**src/rtl/dataio_port_responder.sv**
```systemverilog
// Load/store data-port responder: turns a core REQ/BUSY request into one word-aligned memory-bus transaction.
// Optional build macro DATAIO_ALIGN_FAULT_EN adds misalignment faulting at accept time.
module dataio_port_responder #(
  parameter logic [7:0] P_TIMEOUT = 8'd255
) (
  input  logic        iCLOCK,
  input  logic        inRESET,
  input  logic        iFLUSH,
  // Core side
  input  logic        iDATAIO_REQ,
  output logic        oDATAIO_BUSY,
  input  logic [1:0]  iDATAIO_ORDER,
  input  logic        iDATAIO_RW,
  input  logic [13:0] iDATAIO_TID,
  input  logic [1:0]  iDATAIO_MMUMOD,
  input  logic [31:0] iDATAIO_PDT,
  input  logic [31:0] iDATAIO_ADDR,
  input  logic [31:0] iDATAIO_DATA,
  output logic        oDATAIO_VALID,
  output logic [31:0] oDATAIO_DATA,
  output logic        oDATAIO_FAULT,
  // Memory side
  output logic        oMEM_REQ,
  input  logic        iMEM_ACK,
  output logic        oMEM_RW,
  output logic [29:0] oMEM_ADDR,
  output logic [3:0]  oMEM_BE,
  output logic [31:0] oMEM_WDATA,
  output logic [13:0] oMEM_TID,
  output logic [1:0]  oMEM_MMUMOD,
  output logic [31:0] oMEM_PDT,
  input  logic        iMEM_RVALID,
  input  logic [31:0] iMEM_RDATA
);

  localparam logic [1:0] STATE_IDLE  = 2'd0;
  localparam logic [1:0] STATE_MREQ  = 2'd1;
  localparam logic [1:0] STATE_MWAIT = 2'd2;
  localparam logic [1:0] STATE_RESP  = 2'd3;

  logic [1:0]  state;
  logic        dropFlag;
  logic        faultFlag;
  logic [7:0]  timeCount;
  logic [31:0] respData;

  logic [3:0]  reqBe;
  logic [31:0] reqWdata;
  logic        misaligned;
  logic        skipMem;
  logic        accept;
  logic        respDrop;
  logic [7:0]  nextCount;

  // NOTE: every signal gets a default before the case so no path leaves it unassigned (no latch).
  always_comb begin
    reqBe      = 4'b0000;
    reqWdata   = 32'h0;
    misaligned = 1'b0;
    case (iDATAIO_ORDER)
      2'b00: begin
        reqBe    = 4'b0001 << iDATAIO_ADDR[1:0];
        reqWdata = {4{iDATAIO_DATA[7:0]}};
      end
      2'b01: begin
        reqBe    = iDATAIO_ADDR[1] ? 4'b1100 : 4'b0011;
        reqWdata = {2{iDATAIO_DATA[15:0]}};
      end
      2'b10: begin
        reqBe    = 4'b1111;
        reqWdata = iDATAIO_DATA;
      end
      default: begin
        reqBe    = 4'b0000;
        reqWdata = 32'h0;
      end
    endcase
`ifdef DATAIO_ALIGN_FAULT_EN
    if (iDATAIO_ORDER == 2'b01)
      misaligned = iDATAIO_ADDR[0];
    else if (iDATAIO_ORDER == 2'b10)
      misaligned = (iDATAIO_ADDR[1:0] != 2'b00);
`endif
  end

  assign skipMem   = (iDATAIO_ORDER == 2'b11) || misaligned;
  assign accept    = iDATAIO_REQ && (state == STATE_IDLE);
  assign nextCount = timeCount + 8'd1;

  // A flush landing in the response cycle itself must still kill a read response.
  assign respDrop  = dropFlag || (iFLUSH && !oMEM_RW);

  assign oDATAIO_BUSY  = (state != STATE_IDLE);
  assign oMEM_REQ      = (state == STATE_MREQ);
  assign oDATAIO_VALID = (state == STATE_RESP) && !oMEM_RW && !respDrop;
  assign oDATAIO_FAULT = (state == STATE_RESP) && faultFlag && !respDrop;
  assign oDATAIO_DATA  = respData;

  // NOTE: asynchronous active-low reset; all state uses <= so each flop samples pre-edge values.
  always_ff @(posedge iCLOCK or negedge inRESET) begin
    if (!inRESET) begin
      state       <= STATE_IDLE;
      dropFlag    <= 1'b0;
      faultFlag   <= 1'b0;
      timeCount   <= 8'd0;
      respData    <= 32'h0;
      oMEM_RW     <= 1'b0;
      oMEM_ADDR   <= 30'h0;
      oMEM_BE     <= 4'b0000;
      oMEM_WDATA  <= 32'h0;
      oMEM_TID    <= 14'h0;
      oMEM_MMUMOD <= 2'b00;
      oMEM_PDT    <= 32'h0;
    end else begin
      case (state)
        STATE_IDLE: begin
          if (accept) begin
            oMEM_RW     <= iDATAIO_RW;
            oMEM_ADDR   <= iDATAIO_ADDR[31:2];
            oMEM_BE     <= reqBe;
            oMEM_WDATA  <= reqWdata;
            oMEM_TID    <= iDATAIO_TID;
            oMEM_MMUMOD <= iDATAIO_MMUMOD;
            oMEM_PDT    <= iDATAIO_PDT;
            respData    <= 32'h0;
            faultFlag   <= misaligned;
            dropFlag    <= iFLUSH && !iDATAIO_RW;
            // Accesses without a bus leg pass through RESP; for writes it only carries FAULT.
            state       <= skipMem ? STATE_RESP : STATE_MREQ;
          end
        end
        STATE_MREQ: begin
          if (iFLUSH && !oMEM_RW)
            dropFlag <= 1'b1;
          if (iMEM_ACK) begin
            timeCount <= 8'd0;
            state     <= oMEM_RW ? STATE_IDLE : STATE_MWAIT;
          end
        end
        STATE_MWAIT: begin
          if (iFLUSH)
            dropFlag <= 1'b1;
          if (iMEM_RVALID) begin
            respData <= iMEM_RDATA;
            state    <= STATE_RESP;
          end else if (nextCount == P_TIMEOUT) begin
            respData  <= 32'hFFFF_FFFF;
            faultFlag <= 1'b1;
            state     <= STATE_RESP;
          end else begin
            timeCount <= nextCount;
          end
        end
        default: begin
          dropFlag <= 1'b0;
          state    <= STATE_IDLE;
        end
      endcase
    end
  end

endmodule
```
**config.mk**
```make
export PLATFORM = sky130hd
export DESIGN_NAME = dataio_port_responder
export DESIGN_NICKNAME = d
export VERILOG_FILES = /design/src/rtl/dataio_port_responder.sv
export SDC_FILE = /design/constraint.sdc
export NUM_CORES = 1
export LEC_CHECK = 0
export BUFFER_PORTS_ARGS = -buffer_cell sky130_fd_sc_hd__buf_2
export CAP_MARGIN = 5
export CORE_UTILIZATION = 51
export CTS_CLUSTER_DIAMETER = 40
export DETAILED_ROUTE_END_ITERATION = 6
export MAX_ROUTING_LAYER = met4
export PLACE_DENSITY = 0.9
export SLEW_MARGIN = 20
export SYNTH_ARGS = -nofsm -noshare
export SYNTH_HDL_FRONTEND = slang
export SYNTH_SLANG_ARGS = --single-unit
```
**constraint.sdc**
```tcl
create_clock -name iCLOCK -period 6.67 [get_ports iCLOCK]
set_input_delay 0.3335 -clock iCLOCK [delete_from_list [all_inputs] [get_ports iCLOCK]]
set_output_delay 0.3335 -clock iCLOCK [all_outputs]
set_load 0.01 [all_outputs]
```
Word-level counts from Yosys, hierarchy flattened:

Cells that the tools add are included.

* register bits after elaboration: 159
* input bits: 153
* output and inout port bits: 151
* logic and storage cells: 77

* add/sub/neg operators: 1
* equal/unequal tests: 15
* shifts and indexed selects: 1
* mux-type cells: 26
* reductions and logical operators: 22

Operators by type and width (count)
* 32-bit 2-to-1 mux: 3
* 32-bit one-hot mux with 3 select lines: 1
* 32-bit one-hot mux with 2 select lines: 1
* 8-bit 2-to-1 mux: 3
* 8-bit one-hot mux with 2 select lines: 1
* 2-bit 2-to-1 mux: 6
* 4-bit one-hot mux with 3 select lines: 1
* 2-bit inequality test, second input constant: 5
* 3-bit AND reduction: 3
* 8-bit by 1-bit adder with 8-bit output, second input constant: 1
* 2-bit equality test, second input constant: 4
* 8-bit equality test, second input constant: 1
* 4-bit AND reduction: 2
* 1-bit logical AND: 7
* 1-bit 2-to-1 mux: 6
* 2-bit one-hot mux with 3 select lines: 1
* 2-bit nonzero test: 3
* 2-bit by 1-bit equality test with 1-bit output, second input constant: 2
* 2-bit zero test: 2
* 4-bit 2-to-1 mux: 1
* 2-bit by 1-bit inequality test with 1-bit output, second input constant: 2
* 1-bit by 2-bit << shifter with 4-bit output, first input constant: 1
* 1-bit zero test: 3
* 3-bit inequality test, second input constant: 1
* 4 further kinds: 4

Logic depth before layout (Yosys ltp):

Gate-level depths: netlist (run 1).

* word-level depth: 5
* mapped depth: 8
* gate-level depth less buffers: 7

Worst setup path before layout (run 1):

Ideal clock, no wire load.

* kind: reg-to-reg
* from: register timeCount[0]
* to: register respData[10] (netlist: oDATAIO_DATA[10])
* setup time: 0.079 ns
* arrival: 2.356 ns
* required time: 6.591 ns
* path slack: 4.235 ns
* cell stages (with the launch flop): 9
* path buffers: 1
* clock period less this slack: 2.435 ns
* cell sequence: dfrtp_1 > ha_1 > nand3_1 > or3_1 > a221oi_2 > a21oi_2 > nor3_4 > buf_8 > mux2i_1

* word-level cells in the longest chain between the ends: 4

Ends and longest elaborated chain
* from (decl): RTL line 44 `logic [7:0] timeCount;`
* from (signal assigned): RTL line 151 `timeCount <= nextCount;`
* 8-bit by 1-bit adder with 8-bit output: RTL line 88 `assign nextCount = timeCount + 8'd1;`
* 8-bit equality test: RTL line 146 `end else if (nextCount == P_TIMEOUT) begin`
* 3-bit inequality test (no line)
* 3-bit AND reduction (no line)
* to (signal assigned): RTL line 144 `respData <= iMEM_RDATA;`
* to (decl): RTL line 45 `logic [31:0] respData;`

No other way between the ends.
A chain may end at the register's enable or synchronous reset.

Final worst setup path (run 1):

* from: register timeCount[1]
* to: register respData[2] (netlist: oDATAIO_DATA[2])

Same word-level chain as after synthesis.

==> qor.txt, run 1 <==
Cell Area, Placed: 8550 um^2
Synth async-reset ratio: 1.00
H-Tree Depth: 4
Unique masters post-synth: 41
Status: finished, final reports clean
Final wirelength: 18.7 mm
Final critical-path share of the clock period: 0.467
Initial antenna violation count: 0
Pwr/cell area: 468 nW/um^2
I/O pin count: 304
CTS Buf Count: 17
Place WS: 3.60 ns
Critical Path End Type: flop
Lkg Pwr: 4.64 nW
Pwr Total: 4.27 mW
Setup TNS: 0 ns
Period minus WS final: 3.11 ns
CP Max Fanout: 26
Vias per cell: 5.33
Global-route wire length before repair: 29.6 mm
Design area: 9130 um^2
Total global routing overflow: 0
Top cells by area, synth: dfrtp_1 (57%), mux2_2 (13%), mux2i_1 (4.9%)
Final nets: 1052
EDFF count, synth: 0
Core area: 13200 um^2
Clock buffer depth: 2
Worst min-delay path class: primary input to asynchronous set/reset pin
GPL Wtd Cong: 0.883
# port buffers: 303
Required time of the worst setup path: 7.00 ns
Clock Latency Late Sink: 0.42 ns
Share of the synthesized area in the top cell type: 0.574
Vias in the first global route: 5932
Post-CTS Setup Bufs: 0
CP max-delay cell: buf_4
Row count: 42
R2r setup slk: 3.56 ns
WL/cell: 17.3 um
Slew Limit Headroom: 0.296
Largest net degree at the start of global routing: 110
Fmax: 321 MHz
CTS sink cnt: 159
Crit start category: flop
Full die area: 14100 um^2
Seq cells post-synth: 159
Seq/Total Area, Yosys: 0.574
Syn Area/Cell: 11.6 um^2
Slowest Stage Delay on Critical Path: 0.49 ns
Max Cap Viol: 0
CTS resizes: 0
Area Growth Syn to Fin: 31.7%
Setup violators final: 0
Total GRT Usage: 0.280
Die width: 119 um
Die Span Y: 119 um
Initial core utilization: 0.523
RSZ-0062 raised after global routing: false
Number of fill cells: 957
Final count of hold timing violations: 0
Drt drc: 0
Final slew viol count: 0
DR iter-0 viols: 390
DP HPWL: 13.4 mm
Least-Margin Pin Slew: 1.05 ns
Synth warn: 0
Data arrival time of the critical path: 3.44 ns
PnR worst setup slack: 3.56 ns
DR vias: 5767
Post-Route Utilization: 0.690
CTS tree: done
Fraction of layout cells with a size suffix above 1: 0.473
Peak VDD IR: 0.268 mV
Antenna Cells: 0
Ys flop type: dfrtp_1
Hold bufs inserted after CTS: 0
Mapped Nets: 760
Cells after synthesis: 600
Clk slew on worst S/H paths: 0.06 ns
Post-Syn Area: 6930 um^2
Clock Skew: 0.00776 ns
Crit path cell chain: ha_1 > nand3_1 > or3_1 > a221oi_2 > a21oi_2 > nor3_4 > buf_4 > mux2i_1
TritonRoute pass-1 iters: 5
Root buffer cell: clkbuf_16
Antenna viol nets, final: 0
Kind of critical path: flop to flop
Area leader, netlist: dfrtp_1
state kept, by name (all words and copies together) (netlist names), 4 cells and up:
register      cells
oDATAIO_DATA     32
oMEM_PDT         32
oMEM_WDATA       32
oMEM_ADDR        30
oMEM_TID         14
timeCount         8
oMEM_BE           4
final timing paths:
path / from / end / cells past startpoint
setup / recovery: timeCount[1] / oDATAIO_DATA[2] / 8
hold / removal: inRESET / oDATAIO_DATA[25] / 1
setup reg to reg: timeCount[1] / oDATAIO_DATA[2] / 8
hold reg to reg: oMEM_WDATA[25] / oMEM_WDATA[25] / 2
max in group asynchronous: inRESET / timeCount[6] / 2
min in group iCLOCK: iDATAIO_PDT[23] / oMEM_PDT[23] / 2
power breakdown:
part	internal [mW]	switching, mW	total, mW
logic	0.792	0.921	1.71
clock network	0.540	0.404	0.944
registers	1.39	0.227	1.62
synthesized netlist by cell type (2+ instances only):
cell type	n
dfrtp_1	159
mux2_2	80
o21ai_0	68
a21oi_1	49
nand2_1	43
inv_1	41
mux2i_1	34
clkbuf_1	28
nor2_1	24
nor2b_1	14
a22o_1	8
ha_1	7
a21boi_0	4
nand3_1	4
a21bo_2	3
a31oi_1	3
buf_8	3
a21o_1	2
and2_1	2
buf_1	2
or3_1	2
routing by layer:
metal  global-route usage  wire length (um)
met5                    -                 0
met4                0.147               774
met3               0.0516              1170
met2                0.467              9550
met1                0.323              7200
critical path, delay by kind of cell (launching register included):
kind                       cells  cell delay, ns
adders and majority gates      1            0.29
DFF                            1            0.46
buffers and inverters          1            0.49
AOI/OAI and AO/OA              2            0.53
and+or+nand+nor                3            1.00
muxes                          1            0.26
metrics by stage:
| stage | cells | hold slack [ns] |
|---|---|---|
| 2_1_floorplan | 600 | 0.0379 |
| 3_3_place_gp | 1049 | 0.447 |
| 3_5_place_dp | 1049 | 0.467 |
| 4_1_cts | 1081 | 0.0844 |
| 5_1_grt | 1081 | 0.134 |
| 6_report | 1081 | 0.0619 |
layout by cell type, fill, tap and decap left out, types with 7 or more instances in the layout:
cell type  count
inv_1         41
nor2_1        24
ha_1           7
nand2_1       42
mux2i_1       34
dfrtp_1      159
a22o_1         8
clkbuf_16     17
mux2_2        80
a21oi_1       49
nor2b_1       14
buf_2        302
o21ai_0       68
cell type report:
| cell class | count | area [um^2] | area share |
|---|---|---|---|
| multi-input cells | 366 | 2640 | 0.290 |
| clock buffers | 19 | 453 | 0.0496 |
| flip-flops and latches | 159 | 3980 | 0.436 |
| well taps | 176 | 220 | 0.0241 |
| inverters | 41 | 154 | 0.0169 |
| clock inverters | 13 | 129 | 0.0141 |
| repair buffers | 307 | 1550 | 0.170 |
logic make-up after synthesis:
| logic type | count (synthesis) | share of synthesized area |
|---|---|---|
| mux | 114 | 0.179 |
| simple gates | 100 | 0.0688 |
| buf+inv | 75 | 0.0457 |
| compound gates | 145 | 0.120 |
| fa+ha+maj | 7 | 0.0126 |
| flops | 159 | 0.574 |
No activity file was read; power rests on OpenSTA's default activity.
==> run 2, diff against run 1 <==
--- a/config.mk
+++ b/config.mk
@@ -5,13 +5,14 @@
 export SDC_FILE = /design/constraint.sdc
 export NUM_CORES = 1
 export LEC_CHECK = 0
+export ABC_AREA = 1
 export BUFFER_PORTS_ARGS = -buffer_cell sky130_fd_sc_hd__buf_2
 export CAP_MARGIN = 5
-export CORE_UTILIZATION = 51
+export CORE_UTILIZATION = 48
 export CTS_CLUSTER_DIAMETER = 40
 export DETAILED_ROUTE_END_ITERATION = 6
 export MAX_ROUTING_LAYER = met4
-export PLACE_DENSITY = 0.9
+export PLACE_DENSITY = 0.86
 export SLEW_MARGIN = 20
 export SYNTH_ARGS = -nofsm -noshare
 export SYNTH_HDL_FRONTEND = slang
==> constraint.sdc (replaced) <==
create_clock -name iCLOCK -period 2.9 [get_ports iCLOCK]
set_input_delay 0.145 -clock iCLOCK [delete_from_list [all_inputs] [get_ports iCLOCK]]
set_output_delay 0.145 -clock iCLOCK [all_outputs]
set_load 0.01 [all_outputs]
==> run 2 against run 1 <==
Against the previous run: via count is 26% higher; design area is 11% higher; global-route usage is 4.1 points higher; register-to-register slack worse by 3.1 ns; area after synthesis is 0.79% higher; largest power group unchanged.
==> qor.txt, run 2 <==
Status: finished, final reports clean
CTS tree: done
Peak VDD IR: 0.779 mV
GPL Wtd Cong: 0.878
Commonest non-fill, non-tap cell in the layout: nand2_1
CTS resizes: 0
Data arrival time of the critical path: 2.74 ns
Initial core utilization: 0.498
Drt drc: 0
Area Growth Syn to Fin: 44.7%
Post-CTS Setup Bufs: 0
Slowest Stage Delay on Critical Path: 0.58 ns
CP Max Fanout: 93
Seq/Total Area, Yosys: 0.569
Crit path cell chain: inv_1 > ha_1 > nand2_4 > buf_12 > a221oi_1 > dlygate4sd3_1 > nor2_1
H-Tree Depth: 4
Unique masters post-synth: 32
Share of the synthesized area in the top cell type: 0.569
Critical Path End Type: flop
Mapped Nets: 957
Fmax: 414 MHz
Full die area: 15000 um^2
Vias per cell: 5.29
Clock Latency Late Sink: 0.43 ns
Slew Limit Headroom: 0.436
Post-Syn Area: 6990 um^2
CTS sink cnt: 159
Lkg Pwr: 5.54 nW
Top cells by area, synth: dfrtp_1 (57%), nand2_1 (18%), o21ai_0 (4.4%)
Setup violators final: 0
Hold bufs inserted after CTS: 87
Pwr Total: 9.98 mW
Synth cell count leaders: nand2_1 (344), dfrtp_1 (159), o21ai_0 (62), nor2_1 (40), inv_1 (38)
Total GRT Usage: 0.321
Seq cells post-synth: 159
Vias in the first global route: 7142
Total global routing overflow: 0
Least-Margin Pin Slew: 0.844 ns
CP max-delay cell: dlygate4sd3_1
Die width: 123 um
DR iter-0 viols: 648
Count leader, synth: nand2_1
DR vias: 7243
EDFF count, synth: 0
Row count: 43
Final count of hold timing violations: 0
Final wirelength: 23.6 mm
Setup TNS: 0 ns
Synth warn: 0
Required time of the worst setup path: 3.22 ns
Syn Area/Cell: 8.77 um^2
Initial antenna violation count: 0
Clock Skew: 0.00856 ns
Crit path max-delay family: buffers and inverters
Die Span Y: 123 um
Global-route wire length before repair: 35.5 mm
TritonRoute pass-1 iters: 7
Root buffer cell: clkbuf_16
DP HPWL: 13.9 mm
Period minus WS final: 2.42 ns
CP bufs+invs: 3
I/O pin count: 304
Most frequent cells in the layout: nand2_1 (343), buf_2 (302), dfrtp_1 (159)
Final critical-path share of the clock period: 0.834
Fraction of layout cells with a size suffix above 1: 0.334
Crit start category: flop
CTS Buf Count: 17
Cells after synthesis: 797
Worst min-delay path class: primary input to flop
WL/cell: 17.2 um
Ys flop type: dfrtp_1
Final slew viol count: 0
# port buffers: 303
Antenna viol nets, final: 0
Max Cap Viol: 0
RSZ-0062 raised after global routing: false
Clk slew on worst S/H paths: 0.07 ns
Final nets: 1334
Synth async-reset ratio: 1.00
Clock buffer depth: 2
Pwr/cell area: 987 nW/um^2
Area leader, netlist: dfrtp_1
Core area: 14000 um^2
Kind of critical path: flop to flop
Largest net degree at the start of global routing: 94
[run 2: power by group]
group          internal (mW)  leakage (nW)  switching, mW
Clock                   1.24         0.273          0.966
Sequential              3.12          2.02          0.541
Combinational           1.50          3.25           2.61
Total                   5.86          5.54           4.12
[run 2: final timing paths]
kind | endpoint | slack (ns) | start | cells past startpoint
max | oMEM_WDATA[19] | 0.48 | state[1] | 7
min in group asynchronous | oDATAIO_DATA[19] | 0.28 | inRESET | 2
min | oMEM_WDATA[17] | 0.01 | iDATAIO_DATA[1] | 3
max reg2reg | oMEM_WDATA[19] | 0.48 | state[1] | 7
max in group asynchronous | oMEM_WDATA[13] | 1.83 | inRESET | 3
min reg2reg | oMEM_ADDR[2] | 0.47 | oMEM_ADDR[2] | 2
[run 2: metrics by stage]
stage	cells	setup slack, ns	hold slack (ns)	cell area, um^2	util
4_1_cts	1367	0.484	0.00210	10100	0.720
2_1_floorplan	797	1.16	-0.151	6990	-
3_3_place_gp	1248	0.905	0.175	8650	0.616
5_1_grt	1367	0.328	0.0317	10100	0.720
3_5_place_dp	1248	0.793	0.176	8650	0.616
6_report	1368	0.482	0.0117	10100	0.720
[run 2: logic make-up after synthesis]
| kind of cell | Yosys count | synth area share |
|---|---|---|
| simple gates | 422 | 0.245 |
| flops | 159 | 0.569 |
| compound gates | 129 | 0.123 |
| buf+inv | 80 | 0.0500 |
| fa+ha+maj | 7 | 0.0125 |
[run 2: tightest hold or removal path: stages]
cell	delay, ns
buf_2	0.09
a221oi_1	0.07
nor2_1	0.09
[run 2: area by class of cell]
type | instances | area (um^2)
Antenna cell | 1 | 2.50
Clock buffer | 19 | 453
Clock inverter | 13 | 130
Fill cell | 962 | 3930
Inverter | 40 | 150
Multi-Input combinational cell | 558 | 2670
Sequential cell | 159 | 3980
Tap cell | 180 | 225
Timing Repair Buffer | 398 | 2500
[run 2: metal layers]
layer | share of wire | track usage | wire length, um
met1 | 0.38 | 0.360 | 8900
met2 | 0.50 | 0.529 | 11900
met3 | 0.065 | 0.0706 | 1530
met4 | 0.054 | 0.182 | 1270
met5 | 0 | - | 0
==> run 3, diff against run 2 <==
--- a/config.mk
+++ b/config.mk
@@ -8,11 +8,11 @@
 export ABC_AREA = 1
 export BUFFER_PORTS_ARGS = -buffer_cell sky130_fd_sc_hd__buf_2
 export CAP_MARGIN = 5
-export CORE_UTILIZATION = 48
+export CORE_UTILIZATION = 43
 export CTS_CLUSTER_DIAMETER = 40
 export DETAILED_ROUTE_END_ITERATION = 6
 export MAX_ROUTING_LAYER = met4
-export PLACE_DENSITY = 0.86
+export PLACE_DENSITY = 0.81
 export SLEW_MARGIN = 20
 export SYNTH_ARGS = -nofsm -noshare
 export SYNTH_HDL_FRONTEND = slang
==> constraint.sdc (replaced) <==
create_clock -name iCLOCK -period 1.95 [get_ports iCLOCK]
set_input_delay 0.0975 -clock iCLOCK [delete_from_list [all_inputs] [get_ports iCLOCK]]
set_output_delay 0.0975 -clock iCLOCK [all_outputs]
set_load 0.01 [all_outputs]
==> run 3 against run 2 <==
Against the previous run: final cell count is 5.6% higher; sequential power is 48% higher; non-clock buffer count is 42 higher; worst setup slack worse by 0.44 ns; critical endpoint is now oDATAIO_DATA[30]; highest routed layer unchanged; largest cell class unchanged; largest power group unchanged.
==> qor.txt, run 3 (same netlist as run 2, synthesis figures left out) <==
Vias per cell: 5.10
Clock Skew: 0.0128 ns
GPL Wtd Cong: 0.843
Worst min-delay path class: primary input to flop
H-Tree Depth: 4
Most frequent cells in the layout: nand2_1 (342), buf_2 (302), dfrtp_1 (157)
Final slew viol count: 0
# port buffers: 303
Status: finished, final reports clean
Worst R2R Path Depth: 11
Crit start category: flop
Switch Pwr: 6.24 mW
Drt drc: 0
Largest net degree at the start of global routing: 88
Total global routing overflow: 0
Least-Margin Pin Slew: 0.617 ns
Pwr Total: 15.3 mW
Kind of critical path: flop to flop
Final critical-path share of the clock period: 0.980
Die width: 129 um
Initial antenna violation count: 0
Full die area: 16800 um^2
Reg-to-Reg End: oDATAIO_DATA[30]
Post-Route Utilization: 0.670
Clk slew on worst S/H paths: 0.06 ns
DP HPWL: 14.7 mm
Fraction of layout cells with a size suffix above 1: 0.348
Total GRT Usage: 0.287
Area Growth Syn to Fin: 52.3%
Commonest non-fill, non-tap cell in the layout: nand2_1
Max Cap Viol: 0
Final nets: 1376
Data arrival time of the critical path: 2.21 ns
Clock power share: 0.216
Final wirelength: 23.8 mm
Met3 Track Usage GR: 0.0644
CTS sink cnt: 159
Lkg Pwr: 5.78 nW
Pwr/cell area: 1440 nW/um^2
RSZ-0062 raised after global routing: true
Vias in the first global route: 7476
Die Span Y: 129 um
Sw Share: 0.408
TritonRoute pass-1 iters: 6
DR iter-0 viols: 476
Fmax: 523 MHz
R2r setup slk: 0.04 ns
Number of fill cells: 1197
WL/cell: 16.5 um
Antenna Cells: 0
Required time of the worst setup path: 2.25 ns
Routing usage on met1: 0.323
CTS Buf Count: 17
Antenna viol nets, final: 0
Row count: 46
Initial core utilization: 0.440
Critical path endpoint: oDATAIO_DATA[30]
Core area: 15900 um^2
CTS tree: done
P_int: 9.06 mW
I/O pin count: 304
Root buffer cell: clkbuf_16
DR vias: 7367
Part of the power in registers: 0.353
Peak VDD IR: 0.771 mV
Clock Latency Late Sink: 0.43 ns
Global-route wire length before repair: 36.0 mm
Critical Path Source: timeCount[0]
Met2 Track Usage GR: 0.480
Global routing's busiest layer: met2
Combinational power share: 0.431
Critical Path End Type: flop
Clock buffer depth: 2
Setup violators final: 0
Period minus WS final: 1.91 ns
Final count of hold timing violations: 0
Reg2reg start: timeCount[0]
Setup TNS: 0 ns
CP Max Fanout: 12
Slew Limit Headroom: 0.587
Hold_ws: 0.0117 ns
## run 3: cell count changes in the layout (fill, tap and decap cells not counted), sizes merged
cell,change
buf,+20
clkinvlp,-2
dlygate4sd3,+20
diode,-1
clkinv,-3
inv,+6
## run 3: power by group through the flow
stage          combinational (mW)  sequential [mW]  clock (mW)
2_1_floorplan                2.98             5.96           0
3_3_place_gp                 5.85             5.33           0
3_5_place_dp                 6.04             5.35           0
4_1_cts                      6.22             5.34        3.34
5_1_grt                      7.24             5.54        3.47
6_report                     6.60             5.40        3.30
## run 3: worst min-delay path by stage
| stage | start | to | slack (ns) | depth (start not counted) |
|---|---|---|---|---|
| floorplan | inRESET | dropFlag | -0.20 | 0 |
| global placement | inRESET | oDATAIO_DATA[11] | 0.11 | 1 |
| detailed placement | inRESET | oMEM_ADDR[19] | 0.11 | 1 |
| CTS | iMEM_RDATA[13] | oDATAIO_DATA[13] | 0.0006 | 3 |
| global route | iMEM_RDATA[12] | oDATAIO_DATA[12] | 0.02 | 3 |
| finish | iMEM_RDATA[21] | oDATAIO_DATA[21] | 0.01 | 3 |
## run 3: area by class of cell
cell class / count / area (um^2) / share of cell area
flip-flops and latches: 159 / 3980 / 0.374
clock inverters: 14 / 146 / 0.0138
well taps: 216 / 270 / 0.0254
repair buffers: 440 / 2950 / 0.277
multi-input cells: 558 / 2720 / 0.256
inverters: 40 / 150 / 0.0141
clock buffers: 17 / 425 / 0.0400
## run 3: per-stage QoR
step / cell area (um^2) / worst slack, ns / instances
floorplan: 6990 / 0.209 / 797
global placement: 8860 / 0.0931 / 1300
detailed placement: 8860 / 0.0221 / 1300
CTS: 10500 / 0.0347 / 1439
global route: 10600 / -0.0517 / 1444
finish: 10600 / 0.0392 / 1444
## run 3: timing repair
item / 4_1_cts / 5_1_grt
hold buffers: 107 / 0
setup endpoints to repair: 10 / 37
gates cloned: 0 / 2
resized for setup: 2 / 13
endpoints found under the hold margin: 150 / 0
setup buffers: 1 / 3
pin swaps: 1 / 7
## run 3: critical path, cell delays in order (launching register included)
cell and delay (ns):
dfrtp_1 0.41, buf_4 0.15, inv_1 0.10, ha_1 0.16, nand3_1 0.11, nor2_2 0.18
nand3_4 0.10, nand2_4 0.11, nand2_8 0.11, buf_12 0.18, nand2_1 0.10, o21ai_2 0.08
## run 3: routing by layer
layer / up-vias / share of wire
met3: 93 / 0.066
met4: 0 / 0.040
li1: 3383 / -
met5: - / 0
met1: 3492 / 0.38
met2: 399 / 0.51
